File: config.mk
export PLATFORM = sky130hd
export DESIGN_NAME = systolic_feeder_flat
export DESIGN_NICKNAME = d
export VERILOG_FILES = /design/src/rtl/systolic_feeder_pkg.sv /design/src/rtl/systolic_feeder_if.sv /design/src/rtl/feeder_hold.sv /design/src/rtl/systolic_feeder.sv /design/src/flat_wrapper.sv
export SDC_FILE = /design/constraint.sdc
export NUM_CORES = 1
export LEC_CHECK = 0
export BUFFER_PORTS_ARGS = -buffer_cell sky130_fd_sc_hd__buf_2
export CAP_MARGIN = 10
export CORE_ASPECT_RATIO = 2
export CORE_MARGIN = 8
export CORE_UTILIZATION = 45
export DETAILED_ROUTE_END_ITERATION = 8
export PLACE_DENSITY = 0.67
export SLEW_MARGIN = 20
export SYNTH_ARGS = -nofsm -noshare
export SYNTH_HDL_FRONTEND = slang
export SYNTH_HIERARCHICAL = 1
export SYNTH_SLANG_ARGS = --single-unit
File: constraint.sdc
create_clock -name clk -period 3 [get_ports clk]
set_input_delay 0.15 -clock clk [delete_from_list [all_inputs] [get_ports clk]]
set_output_delay 0.15 -clock clk [all_outputs]
set_load 0.05 [all_outputs]
File: src/rtl/systolic_feeder_pkg.sv
// Shared definitions for the systolic row feeder, FIFO and PE blocks.
package systolic_feeder_pkg;

  localparam int unsigned DwDefault = 16;

  typedef enum logic [1:0] {
    StIdle = 2'd0,
    StSkew = 2'd1,
    StData = 2'd2,
    StDone = 2'd3
  } feeder_state_e;

endpackage

File: src/rtl/systolic_feeder_if.sv
// Write side of a row input FIFO: strobe and data from the feeder, full and stall back.
interface systolic_feeder_if
  import systolic_feeder_pkg::*;
#(
    parameter int unsigned DW = DwDefault
);

    logic          fifo_we;
    logic [DW-1:0] fifo_din;
    logic          fifo_ff;
    logic          fifo_is;

    modport master(output fifo_we, output fifo_din, input fifo_ff, input fifo_is);
    modport slave(input fifo_we, input fifo_din, output fifo_ff, output fifo_is);

endinterface

File: src/rtl/feeder_hold.sv
// One-entry hold register that absorbs the buffer read latency under FIFO backpressure.
module feeder_hold
  import systolic_feeder_pkg::*;
#(
    parameter int unsigned DW = DwDefault
) (
    input  logic          clk,
    input  logic          rst,
    input  logic          rd_issue,
    input  logic [DW-1:0] rdata,
    input  logic          pop,
    output logic          avail,
    output logic [DW-1:0] dout
);

    logic          pend_q;
    logic          valid_q;
    logic [DW-1:0] data_q;

    // Read data is usable in its arrival cycle; it is parked only if not popped then.
    assign avail = pend_q | valid_q;
    assign dout  = valid_q ? data_q : rdata;

    always_ff @(posedge clk or posedge rst) begin
        if (rst) begin
            pend_q  <= 1'b0;
            valid_q <= 1'b0;
            data_q  <= '0;
        end else begin
            pend_q <= rd_issue;
            if (pend_q && !pop) begin
                valid_q <= 1'b1;
                data_q  <= rdata;
            end else if (valid_q && pop) begin
                valid_q <= 1'b0;
            end
        end
    end

endmodule

File: src/rtl/systolic_feeder.sv
// Row edge injector: pushes skew zero words, then a buffered operand vector, into the row FIFO.
module systolic_feeder
  import systolic_feeder_pkg::*;
#(
    parameter int unsigned DW = DwDefault,
    parameter int unsigned AW = 3,
    parameter int unsigned SW = 4
) (
    input  logic                     clk,
    input  logic                     rst,
    input  logic                     start,
    input  logic [AW:0]              len,
    input  logic [SW-1:0]            skew,
    output logic                     busy,
    output logic                     done,
    output logic                     buf_re,
    output logic [AW-1:0]            buf_radr,
    input  logic [DW-1:0]            buf_rdata,
    systolic_feeder_if.master        fifo
);

    localparam logic [AW:0] FullLen = {1'b1, {AW{1'b0}}};

    feeder_state_e state_q;
    logic [AW:0]   len_q, rcnt_q, wcnt_q;
    logic [SW-1:0] skew_q, zcnt_q;
    logic [AW-1:0] radr_q;
    logic          busy_q, done_q;
    logic          hold_avail, push, rd_en, last_zero, last_word, ready;
    logic [DW-1:0] hold_dout;

    feeder_hold #(.DW(DW)) u_hold (
        .clk      (clk),
        .rst      (rst),
        .rd_issue (rd_en),
        .rdata    (buf_rdata),
        .pop      (push && (state_q == StData)),
        .avail    (hold_avail),
        .dout     (hold_dout)
    );

    always_comb begin
        push      = 1'b0;
        rd_en     = 1'b0;
        ready     = !fifo.fifo_ff && !fifo.fifo_is;
        last_zero = (zcnt_q == skew_q - 1'b1);
        last_word = (wcnt_q == len_q - 1'b1);
        case (state_q)
            StSkew: begin
                push  = ready;
                // Prefetch word 0 on the final zero so DATA starts without a bubble.
                rd_en = push && last_zero;
            end
            StData: begin
                push  = hold_avail && ready;
                rd_en = (!hold_avail || push) && (rcnt_q < len_q);
            end
            default: ;
        endcase
    end

    assign fifo.fifo_we  = push;
    assign fifo.fifo_din = (state_q == StData) ? hold_dout : '0;
    assign buf_re        = rd_en;
    assign buf_radr      = radr_q;
    assign busy          = busy_q;
    assign done          = done_q;

    always_ff @(posedge clk or posedge rst) begin
        if (rst) begin
            state_q <= StIdle;
            len_q   <= '0;
            skew_q  <= '0;
            zcnt_q  <= '0;
            rcnt_q  <= '0;
            wcnt_q  <= '0;
            radr_q  <= '0;
            busy_q  <= 1'b0;
            done_q  <= 1'b0;
        end else begin
            done_q <= 1'b0;
            if (rd_en) begin
                rcnt_q <= rcnt_q + 1'b1;
                radr_q <= radr_q + 1'b1;
            end
            case (state_q)
                StIdle: begin
                    if (start) begin
                        len_q   <= (len == '0) ? FullLen : len;
                        skew_q  <= skew;
                        zcnt_q  <= '0;
                        rcnt_q  <= '0;
                        wcnt_q  <= '0;
                        radr_q  <= '0;
                        busy_q  <= 1'b1;
                        state_q <= (skew == '0) ? StData : StSkew;
                    end
                end
                StSkew: begin
                    if (push) begin
                        zcnt_q <= zcnt_q + 1'b1;
                        if (last_zero) state_q <= StData;
                    end
                end
                StData: begin
                    if (push) begin
                        wcnt_q <= wcnt_q + 1'b1;
                        if (last_word) begin
                            state_q <= StDone;
                            done_q  <= 1'b1;
                        end
                    end
                end
                StDone: begin
                    busy_q  <= 1'b0;
                    state_q <= StIdle;
                end
                default: state_q <= StIdle;
            endcase
        end
    end

endmodule
File: src/flat_wrapper.sv
// flat-port wrapper written by rule: the top's interface ports become plain ports
module systolic_feeder_flat import systolic_feeder_pkg::*;
#(
    parameter int unsigned DW = DwDefault,
    parameter int unsigned AW = 3,
    parameter int unsigned SW = 4
)
  (clk, rst, start, len, skew, busy, done, buf_re, buf_radr, buf_rdata, fifo_fifo_we, fifo_fifo_din, fifo_fifo_ff, fifo_fifo_is);
  systolic_feeder_if #(.DW(DW)) fifo_i ();
  input  logic clk;
  input  logic rst;
  input  logic start;
  input  logic [AW:0] len;
  input  logic [SW-1:0] skew;
  output logic busy;
  output logic done;
  output logic buf_re;
  output logic [AW-1:0] buf_radr;
  input  logic [DW-1:0] buf_rdata;
  output wire logic [$bits(fifo_i.fifo_we)-1:0] fifo_fifo_we;
  output wire logic [$bits(fifo_i.fifo_din)-1:0] fifo_fifo_din;
  input wire logic [$bits(fifo_i.fifo_ff)-1:0] fifo_fifo_ff;
  input wire logic [$bits(fifo_i.fifo_is)-1:0] fifo_fifo_is;
  assign fifo_fifo_we = fifo_i.fifo_we;
  assign fifo_fifo_din = fifo_i.fifo_din;
  assign fifo_i.fifo_ff = fifo_fifo_ff;
  assign fifo_i.fifo_is = fifo_fifo_is;
  systolic_feeder #(.DW(DW), .AW(AW), .SW(SW)) u_core (.clk(clk), .rst(rst), .start(start), .len(len), .skew(skew), .busy(busy), .done(done), .buf_re(buf_re), .buf_radr(buf_radr), .buf_rdata(buf_rdata), .fifo(fifo_i));
endmodule
== Word-level counts from Yosys, hierarchy flattened ==
Cells that the tools add are included.

* Flip-flop bits (word level): 45
* Input port bits: 29
* Output and inout port bits: 23
* Word-level logic and storage cells: 84

* $add $sub $neg: 6
* Order comparisons: 1
* Equal/unequal tests: 10
* Mux-type cells: 30
* Bitwise gates (word level): 1
* Reductions and logical operators: 24

{| class="wikitable"
|+ Operators by type and width
! cell !! number
|-
| 2-to-1 mux 16 bit || 2
|-
| 2-to-1 mux 4 bit || 7
|-
| case mux 4 bit (2 select lines) || 2
|-
| adder 4 x 1 -> 4 bit (second input constant) || 3
|-
| 2-to-1 mux 2 bit || 6
|-
| 2-to-1 mux 3 bit || 3
|-
| == test 4 bit || 2
|-
| zero test 4 bit || 2
|-
| inequality test 2 x 1 -> 1 bit (second input constant) || 4
|-
| case mux 2 bit (4 select lines) || 1
|-
| nonzero test 2 bit || 4
|-
| subtractor 4 x 1 -> 4 bit (second input constant) || 2
|-
| logical AND 1 bit || 7
|-
| 2-to-1 mux 1 bit || 6
|-
| case mux 1 bit (2 select lines) || 3
|-
| AND reduction 3 bit || 2
|-
| AND reduction 5 bit || 1
|-
| == test 2 bit (second input constant) || 2
|-
| zero test 1 bit || 4
|-
| less-than comparator 4 bit || 1
|-
| AND reduction 2 bit || 2
|-
| adder 3 x 1 -> 3 bit (second input constant) || 1
|-
| == test 2 x 1 -> 1 bit (second input constant) || 1
|-
| zero test 2 bit || 1
|-
| other kinds (3) || 3
|}

== Depth between registers and ports, before layout ==
Gate-level depths: netlist (run 1).

* Word-level depth: 9
* Depth in mapped cells: 10
* Depth with buffers taken out: 7

== Cells and area by module ==
Netlist (run 1), hierarchy kept.

{| class="wikitable"
|+ Modules (own cells, without submodules)
! module !! times used !! cells each !! area each (um^2) !! sequential area each (um^2)
|-
| systolic_feeder || 1 || 190 || 1829.3 || 675.6
|-
| feeder_hold || 1 || 58 || 924.6 || 450.4
|}

== Worst setup path after synthesis (run 1) ==
Ideal clock, no wire load.

* Path kind: register -> register
* Start point: register u_core.state_q[1]
* End point: register u_core.u_hold.data_q[0]
* Setup time: 125 ps
* Data arrival time: 2291 ps
* Required time: 2875 ps
* Path slack: 584 ps
* Stages on the path, launching flop included: 11
* Buffers on the path: 3
* Period minus slack after synthesis: 2416 ps
* Path through: dfrtp_1 -> inv_1 -> ha_1 -> or3b_1 -> buf_6 -> nor2_8 -> and2_1 -> nor2b_4 -> buf_6 -> buf_12 -> mux2_4

* Word-level cells in the longest chain between the ends: 5
* Elaborated cells on any way between the ends: 6
* Classes of those cells: 2 x eq/ne; 1 x mux; 3 x reduce/logical

{| class="wikitable"
|+ Ends and longest elaborated chain
! what !! RTL line !! RTL
|-
| from (decl) || systolic_feeder.sv:24 || <nowiki>feeder_state_e state_q;</nowiki>
|-
| from (signal assigned) || systolic_feeder.sv:71 || <nowiki>state_q <= StIdle;</nowiki>
|-
| from (signal assigned) || systolic_feeder.sv:96 || <nowiki>state_q <= (skew == '0) ? StData : StSkew;</nowiki>
|-
| from (signal assigned) || systolic_feeder.sv:102 || <nowiki>if (last_zero) state_q <= StData;</nowiki>
|-
| == test 2 bit / == test 2 x 1 -> 1 bit (equally long branches) || systolic_feeder.sv:48 || <nowiki>case (state_q)</nowiki>
|-
| case mux 1 bit (2 select lines) (*) || systolic_feeder.sv:48 ||
|-
| net fifo_fifo_we || flat_wrapper.sv:20 || <nowiki>output wire logic [$bits(fifo_i.fifo_we)-1:0] fifo_fifo_we;</nowiki>
|-
| logical AND 1 bit (*) || systolic_feeder.sv:37 || <nowiki>.pop (push && (state_q == StData)),</nowiki>
|-
| zero test 1 bit (*) || feeder_hold.sv:31 || <nowiki>if (pend_q && !pop) begin</nowiki>
|-
| logical AND 1 bit (*) || feeder_hold.sv:31 ||
|-
| to (signal assigned) || feeder_hold.sv:33 || <nowiki>data_q <= rdata;</nowiki>
|-
| to (decl) || feeder_hold.sv:18 || <nowiki>logic [DW-1:0] data_q;</nowiki>
|}

The timed path passes the listed nets; every way through them passes the cells marked *.
A chain may end at the register's enable or synchronous reset.

== Worst setup path after layout (run 1) ==
* Start point: register u_core.state_q[1]
* End point: register u_core.u_hold.data_q[10]

* Word-level cells in the longest chain between the ends: 5
* Elaborated cells on any way between the ends: 6
* Classes of those cells: 2 x eq/ne; 1 x mux; 3 x reduce/logical

{| class="wikitable"
|+ Ends and longest elaborated chain
! what !! RTL line
|-
| == test 2 bit / == test 2 x 1 -> 1 bit (equally long branches) || systolic_feeder.sv:37, systolic_feeder.sv:48
|-
| case mux 1 bit (2 select lines) || systolic_feeder.sv:48
|-
| logical AND 1 bit (*) || systolic_feeder.sv:37
|-
| zero test 1 bit (*) || feeder_hold.sv:31
|-
| logical AND 1 bit (*) || feeder_hold.sv:31
|}

Mark *: on every way between the ends. The rest lies on a longest branch, timed or not.

==> results.yml, run 1 <==
outcome:
  run_status: "finished with violations"
  violations_in_the_final_reports: "negative hold slack"
synth:
  number_of_nets_in_the_synthesized_netlist: 291
  synth-seq-cells: 45
  synth.yosys.seq_area_share: 0.409
  synthDominantAreaCellType: "dfrtp_1"
  synth_warnings: 6
  synth_top_flop_cell: "dfrtp_1"
  synth.area.top_cells: "dfrtp_1 (41%), mux2_2 (12%), ha_1 (6.4%)"
  postSynthAreaPerCell_sq_um: 11.1
  number_of_enable_flip_flop_cells_after_synthesis: 0
  postSynthCellCount: 248
  synth_top_area_share: 0.409
  synthArstFlopShare: 1.00
  synthDistinctLibCells: 40
  syn_area_sq_um: 2750
final_layout:
  final_area_sq_um: 3190
  ff_latch_area_sq_um: 1130
  multi_input_comb_area_sq_um: 1500
  synthesis_to_finish_area_growth_pct: 15.9
  layout-drive-gt1-share: 0.368
  layout.filler_cells: 544
  diodes: 0
  finalNetCount: 341
floorplan:
  core-area_sq_um: 5960
  dieArea_sq_um: 9030
  num_ports: 52
  floorplan.rows: 40
  initial_utilization: 0.462
  fp.dieW_um: 71.3
  die_h_um: 127
timing:
  max_slew_margin: 0.538
  final_report_setup_violation_count: 0
  final.hold.worst_slack_ns: -0.0638
  final_count_of_pins_violating_max_slew: 0
  final_period_minus_worst_setup_slack_ns: 2.54
  final.period_utilization: 0.848
  rsz0062_at_grt: "false"
  hold_violations: 45
  fin_setup_tns_ns: 0
  worst_pin_slew_ns: 0.692
  skew_final_ns: 0.00450
  achievable-frequency_mhz: 393
critical_path:
  timing.critical_path.required_ns: 3.16
  reg2reg_to: "u_core/u_hold/data_q[10]"
  timing.critical_path.from: "u_core/state_q[1]"
  setup.reg_to_reg.worst_slack_ns: 0.46
  worstPathMaxFanout: 16
  critical_path.reg2reg.startpoint: "u_core/state_q[1]"
  crit_path_end: "u_core/u_hold/data_q[10]"
  endpoint_arrival_time_on_the_critical_path_ns: 2.71
  r2r_cells: 7
  critPathKind: "reg -> reg"
  timing.critical_path.from_type: "flip-flop"
  critical_path.endpoint_type: "flip-flop"
power:
  swShare: 0.415
  power.density_nw_per_um2: 1100
  leakagePower_nw: 1.59
  power_frac_comb: 0.542
  ir_drop_v: 0.000594
  power_report.internal_total_mw: 2.05
  power.clock.fraction: 0.163
  share_seq_of_total_power: 0.296
  total_switching_power_mw: 1.46
routing:
  drcViolationCount: 0
  route.vias.total: 2000
  final_antenna_net_count: 0
  drtPass1Iterations: 4
  first_iter_violations: 47
  avgRoutedWirePerCell_um: 15.7
  detail_route.wirelength_mm: 5.70
  via_per_inst: 5.52
clock_tree:
  clock_tree_sinks: 45
  numCtsBuffers: 5
  insertion_delay_ns: 0.28
  postCtsSetupRepairBufs: 0
  h-tree-depth: 2
  cts.path.max_buffers: 2
  ctsRootBufferMaster: "clkbuf_16"
  cts_tree: "done"
  hold_buffers_post_cts: 0
  worst_setup_hold_path_clk_slew_ns: 0.06
  resized_cells_post_cts: 0
global_route:
  grt_use_met2: 0.241
  global_route.peak_usage_layer: "met2"
  use_met1: 0.137
  gr-usage-all-layers: 0.132
  gr-usage-met3: 0.0276
  grt_pass1_vias: 2151
  number_of_antenna_violations_at_the_first_check_in_global_routing: 0
  grt_first_pass_wirelength_mm: 9.73
  grt_max_degree: 28
  grt_overflow_total: 0
worst_hold_path:
  worstHoldPathType: "in -> async"
placed_design:
  port_buffers: 51
  detailedPlacementHpwl_mm: 4.34
  placedInstanceArea_sq_um: 3030
  final_gp_congestion: 0.868
job:
  maxCapViolCount: 0
worst min-delay path by stage:
stage	start	endpoint	slack (ns)	cells past startpoint
floorplan	rst	u_core/u_hold/data_q[0]	0.09	1
global placement	rst	u_core/u_hold/data_q[12]	0.31	2
detailed placement	rst	u_core/u_hold/data_q[12]	0.31	2
CTS	rst	u_core/u_hold/data_q[12]	0.007	2
global route	rst	u_core/len_q[0]	0.004	2
finish	rst	u_core/len_q[1]	-0.06	2
registers in the layout, indices dropped and copies added (netlist names):
signal / cells
u_core/u_hold/data_q: 16
u_core/len_q: 4
u_core/rcnt_q: 4
u_core/skew_q: 4
u_core/wcnt_q: 4
u_core/zcnt_q: 4
u_core/buf_radr: 3
u_core/state_q: 2
u_core/busy: 1
u_core/done: 1
u_core/u_hold/pend_q: 1
u_core/u_hold/valid_q: 1
cell usage after synthesis, types with 2 or more instances:
cell type	n
nand4_1	4
xnor2_1	7
mux2i_1	10
inv_1	13
nor3_1	8
xor2_1	4
nand3_1	3
ha_1	14
and2_1	17
mux2_1	2
dfrtp_1	45
o21ai_0	8
a221o_1	2
nand2b_1	7
buf_6	2
or2_2	2
a21boi_1	2
clkbuf_1	6
mux2_4	11
nand2_1	21
mux2_2	29
a22o_1	3
nor2_1	7
a21oi_1	5
logic make-up after synthesis:
logic type,Yosys count,synth area share
flops,45,0.409
fa+ha+maj,14,0.0636
buf+inv,24,0.0459
mux,52,0.223
xor+xnor,12,0.0436
compound gates,23,0.0568
simple gates,78,0.158
cell type report:
class,count,area share
well taps,63,0.0247
repair buffers,54,0.0871
inverters,13,0.0153
clock buffers,7,0.0478
multi-input cells,179,0.471
clock inverters,1,0.00157
flip-flops and latches,45,0.353
critical path: stages (launching register included):
cell and delay (ns):
dfrtp_1 0.38, inv_1 0.10, ha_1 0.31, a21oi_1 0.46
nor2_8 0.06, and2_1 0.21, nor2b_4 0.49, mux2_2 0.41
placed cells by master (no fill, tap or decap), types with 2 or more instances in the layout:
| cell type | n |
|---|---|
| dfrtp_1 | 45 |
| a221o_1 | 2 |
| mux2_2 | 29 |
| nand3_1 | 3 |
| buf_4 | 3 |
| clkbuf_16 | 5 |
| clkbuf_8 | 2 |
| nand2_1 | 21 |
| nand2b_1 | 7 |
| nand4_1 | 4 |
| mux2_1 | 2 |
| nor3_1 | 8 |
| a21oi_1 | 5 |
| or2_2 | 2 |
| and2_1 | 17 |
| inv_1 | 12 |
| o21ai_0 | 8 |
| mux2_4 | 11 |
| a22o_1 | 3 |
| xor2_1 | 4 |
| mux2i_1 | 10 |
| buf_2 | 51 |
| ha_1 | 14 |
| nor2_1 | 7 |
| a21boi_1 | 2 |
| xnor2_1 | 7 |
power groups by stage:
stage	sequential [mW]	clock [mW]	combinational (mW)
after floorplan	1.06	0	1.54
after global placement	1.04	0	1.88
after detailed placement	1.05	0	1.91
after CTS	1.04	0.586	1.92
after global routing	1.08	0.606	2.09
final	1.04	0.571	1.90
routing by layer:
layer	vias to the layer above	wire [um]
met1	978	2330
li1	956	-
met2	53	2980
met3	13	242
met5	-	0
met4	0	152
metrics by stage:
step	instances	setup WS (ns)	power, mW	utilization	hold slack [ns]
after floorplan	248	0.584	2.60	-	0.0886
after global placement	354	0.547	2.92	0.509	0.308
after detailed placement	354	0.441	2.96	0.509	0.312
after CTS	362	0.436	3.55	0.536	0.00701
after global routing	362	0.306	3.77	0.536	0.00386
final	362	0.457	3.51	0.536	-0.0638
Power figures use the tool's default switching activity.
==> run 2, diff against run 1 <==
clock period = 2.6 ns   (was 3 ns; I/O delays follow)
==> run 2 against run 1 <==
  * The run now ends clean
  * Clock-buffer cell count down 2
  * Fmax grew 3.5%
  * Setup slack lost 0.31 ns
  * Global-route usage up 0.47 points
  * Combinational power grew 18%
  * Non-clock buffer count is 6 higher
  * Largest power group unchanged
  * Core utilization up 0.86 points
  * Power increased by 16%
  * Highest routed layer unchanged
  * Die area unchanged
  * First-iteration DRC count increased by 62%
==> results.yml, run 2 (synthesized netlist as in run 1, its figures left out) <==
placed_design:
  detailedPlacementHpwl_mm: 4.52
  port_buffers: 51
  place_inst: 359
  placedInstanceArea_sq_um: 3080
  preCtsSetupSlack_ns: 0.175
  final_gp_congestion: 0.844
critical_path:
  critical_path.endpoint_type: "flip-flop"
  crit_path_max_incr_delay_ns: 0.51
  slowest_stage: "or3b_1"
  worstPathMaxFanout: 7
  crit_path_cell_trace: "inv_1 > ha_1 > or3b_1 > nor2_8 > nand4_1 > a221o_1 > mux2_4"
  setup.reg_to_reg.worst_slack_ns: 0.14
  endpoint_arrival_time_on_the_critical_path_ns: 2.63
  critPathKind: "reg -> reg"
  r2r_cells: 7
  critical-path-top-delay-family: "simple AND/OR/NAND/NOR gates"
  timing.critical_path.required_ns: 2.78
  timing.critical_path.from: "u_core/state_q[1]"
  worstPathBufferInverterCount: 1
  critical_path.reg2reg.startpoint: "u_core/state_q[1]"
  timing.critical_path.from_type: "flip-flop"
  path_depth: 7
timing:
  rsz0062_at_grt: "false"
  final.period_utilization: 0.945
  achievable-frequency_mhz: 407
  final_report_setup_violation_count: 0
  final_count_of_pins_violating_max_slew: 0
  skew_final_ns: 0.00585
  fin_ws_ns: 0.144
  max_slew_margin: 0.534
  final_period_minus_worst_setup_slack_ns: 2.46
  hold_violations: 0
  fin_setup_tns_ns: 0
  worst_pin_slew_ns: 0.699
routing:
  highest_layer: "met4"
  route.met3.wl_um: 397
  drcViolationCount: 0
  final_antenna_net_count: 0
  drtPass1Iterations: 5
  first_iter_violations: 76
  route.vias.total: 1987
  drt-met1-wl_mm: 2.27
  via_per_inst: 5.40
  avgRoutedWirePerCell_um: 15.9
  detail_route.wirelength_mm: 5.86
  dr_wl_met2_mm: 3.06
floorplan:
  core-area_sq_um: 5960
  initial_utilization: 0.462
  num_ports: 52
  dieArea_sq_um: 9030
  die_h_um: 127
  floorplan.rows: 40
  fp.dieW_um: 71.3
clock_tree:
  cts_tree: "done"
  cts.path.max_buffers: 2
  h-tree-depth: 2
  ctsRootBufferMaster: "clkbuf_16"
  worst_setup_hold_path_clk_slew_ns: 0.06
  insertion_delay_ns: 0.29
  numCtsBuffers: 5
  clock_tree_sinks: 45
worst_hold_path:
  worst_hold_startpoint: "buf_rdata[12]"
  min_path_cells: 2
  worstHoldPathType: "in -> reg"
final_layout:
  multi_input_comb_area_sq_um: 1500
  finalNetCount: 347
  largest_register_ff_count: 16
  stdcell_count: 368
  ff_latch_area_sq_um: 1130
  largest_register: "u_core/u_hold/data_q"
  layout-drive-gt1-share: 0.377
  layout.cells.most_common_list: "buf_2 (51), dfrtp_1 (45), mux2_2 (29)"
  diodes: 0
  synthesis_to_finish_area_growth_pct: 17.7
  layout.filler_cells: 543
  final_area_sq_um: 3240
  layout.cells.most_common: "buf_2"
power:
  ir_drop_v: 0.000620
  leakagePower_nw: 1.61
  power.density_nw_per_um2: 1260
global_route:
  number_of_antenna_violations_at_the_first_check_in_global_routing: 0
  grt_overflow_total: 0
  grt_max_degree: 28
  grt_pass1_vias: 2167
  grt_first_pass_wirelength_mm: 9.99
  gr-usage-all-layers: 0.136
outcome:
  run_status: "finished clean"
job:
  maxCapViolCount: 0
run 2: worst paths after layout:
check	end
max	u_core/state_q[1]
max reg2reg	u_core/state_q[1]
max in group asynchronous	u_core/u_hold/data_q[0]
min	u_core/u_hold/data_q[12]
min in group asynchronous	u_core/done
min reg2reg	u_core/busy
run 2: per-layer routing:
layer | vias to the layer above | global-route usage
li1 | 963 | -
met1 | 965 | 0.133
met2 | 50 | 0.250
met3 | 9 | 0.0458
met4 | 0 | 0.0569
met5 | - | 0
run 2: final cells by class:
cell class | instances | share of cell area
Clock buffer | 5 | 0.0386
Timing Repair Buffer | 60 | 0.104
Sequential cell | 45 | 0.347
Tap cell | 63 | 0.0243
Clock inverter | 3 | 0.00656
Multi-Input combinational cell | 179 | 0.464
Inverter | 13 | 0.0151
run 2: power by group:
part           leakage, nW  internal, mW  switching [mW]
registers            0.558         0.986           0.222
clock network       0.0702         0.358           0.274
logic                0.985          1.01            1.23
total                 1.61          2.36            1.72
run 2: what timing repair did:
action | CTS | global route
setup endpoints to repair | 0 | 1
hold endpoints to repair | 45 | 0
hold buffers | 1 | 0
gates resized for setup | 0 | 1
buffers inserted | 0 | 0
run 2: worst register-to-register path: cells and delay by family (launching register included):
kind	cells	cell delay (ns)
AO/OA/AOI/OAI	1	0.41
multiplexers	1	0.31
AND/OR/NAND/NOR	3	0.79
buffers and inverters	1	0.10
flip-flops	1	0.41
adder cells (fa/ha/maj)	1	0.32
run 2: through the flow:
| step | power [mW] | util | hold slack (ns) |
|---|---|---|---|
| 5_1_grt | 4.38 | 0.544 | 0.0806 |
| 6_report | 4.08 | 0.544 | 0.0846 |
| 3_3_place_gp | 3.41 | 0.518 | 0.228 |
| 3_5_place_dp | 3.47 | 0.518 | 0.230 |
| 4_1_cts | 4.12 | 0.544 | 0.0797 |
| 2_1_floorplan | 3.00 | - | 0.0686 |
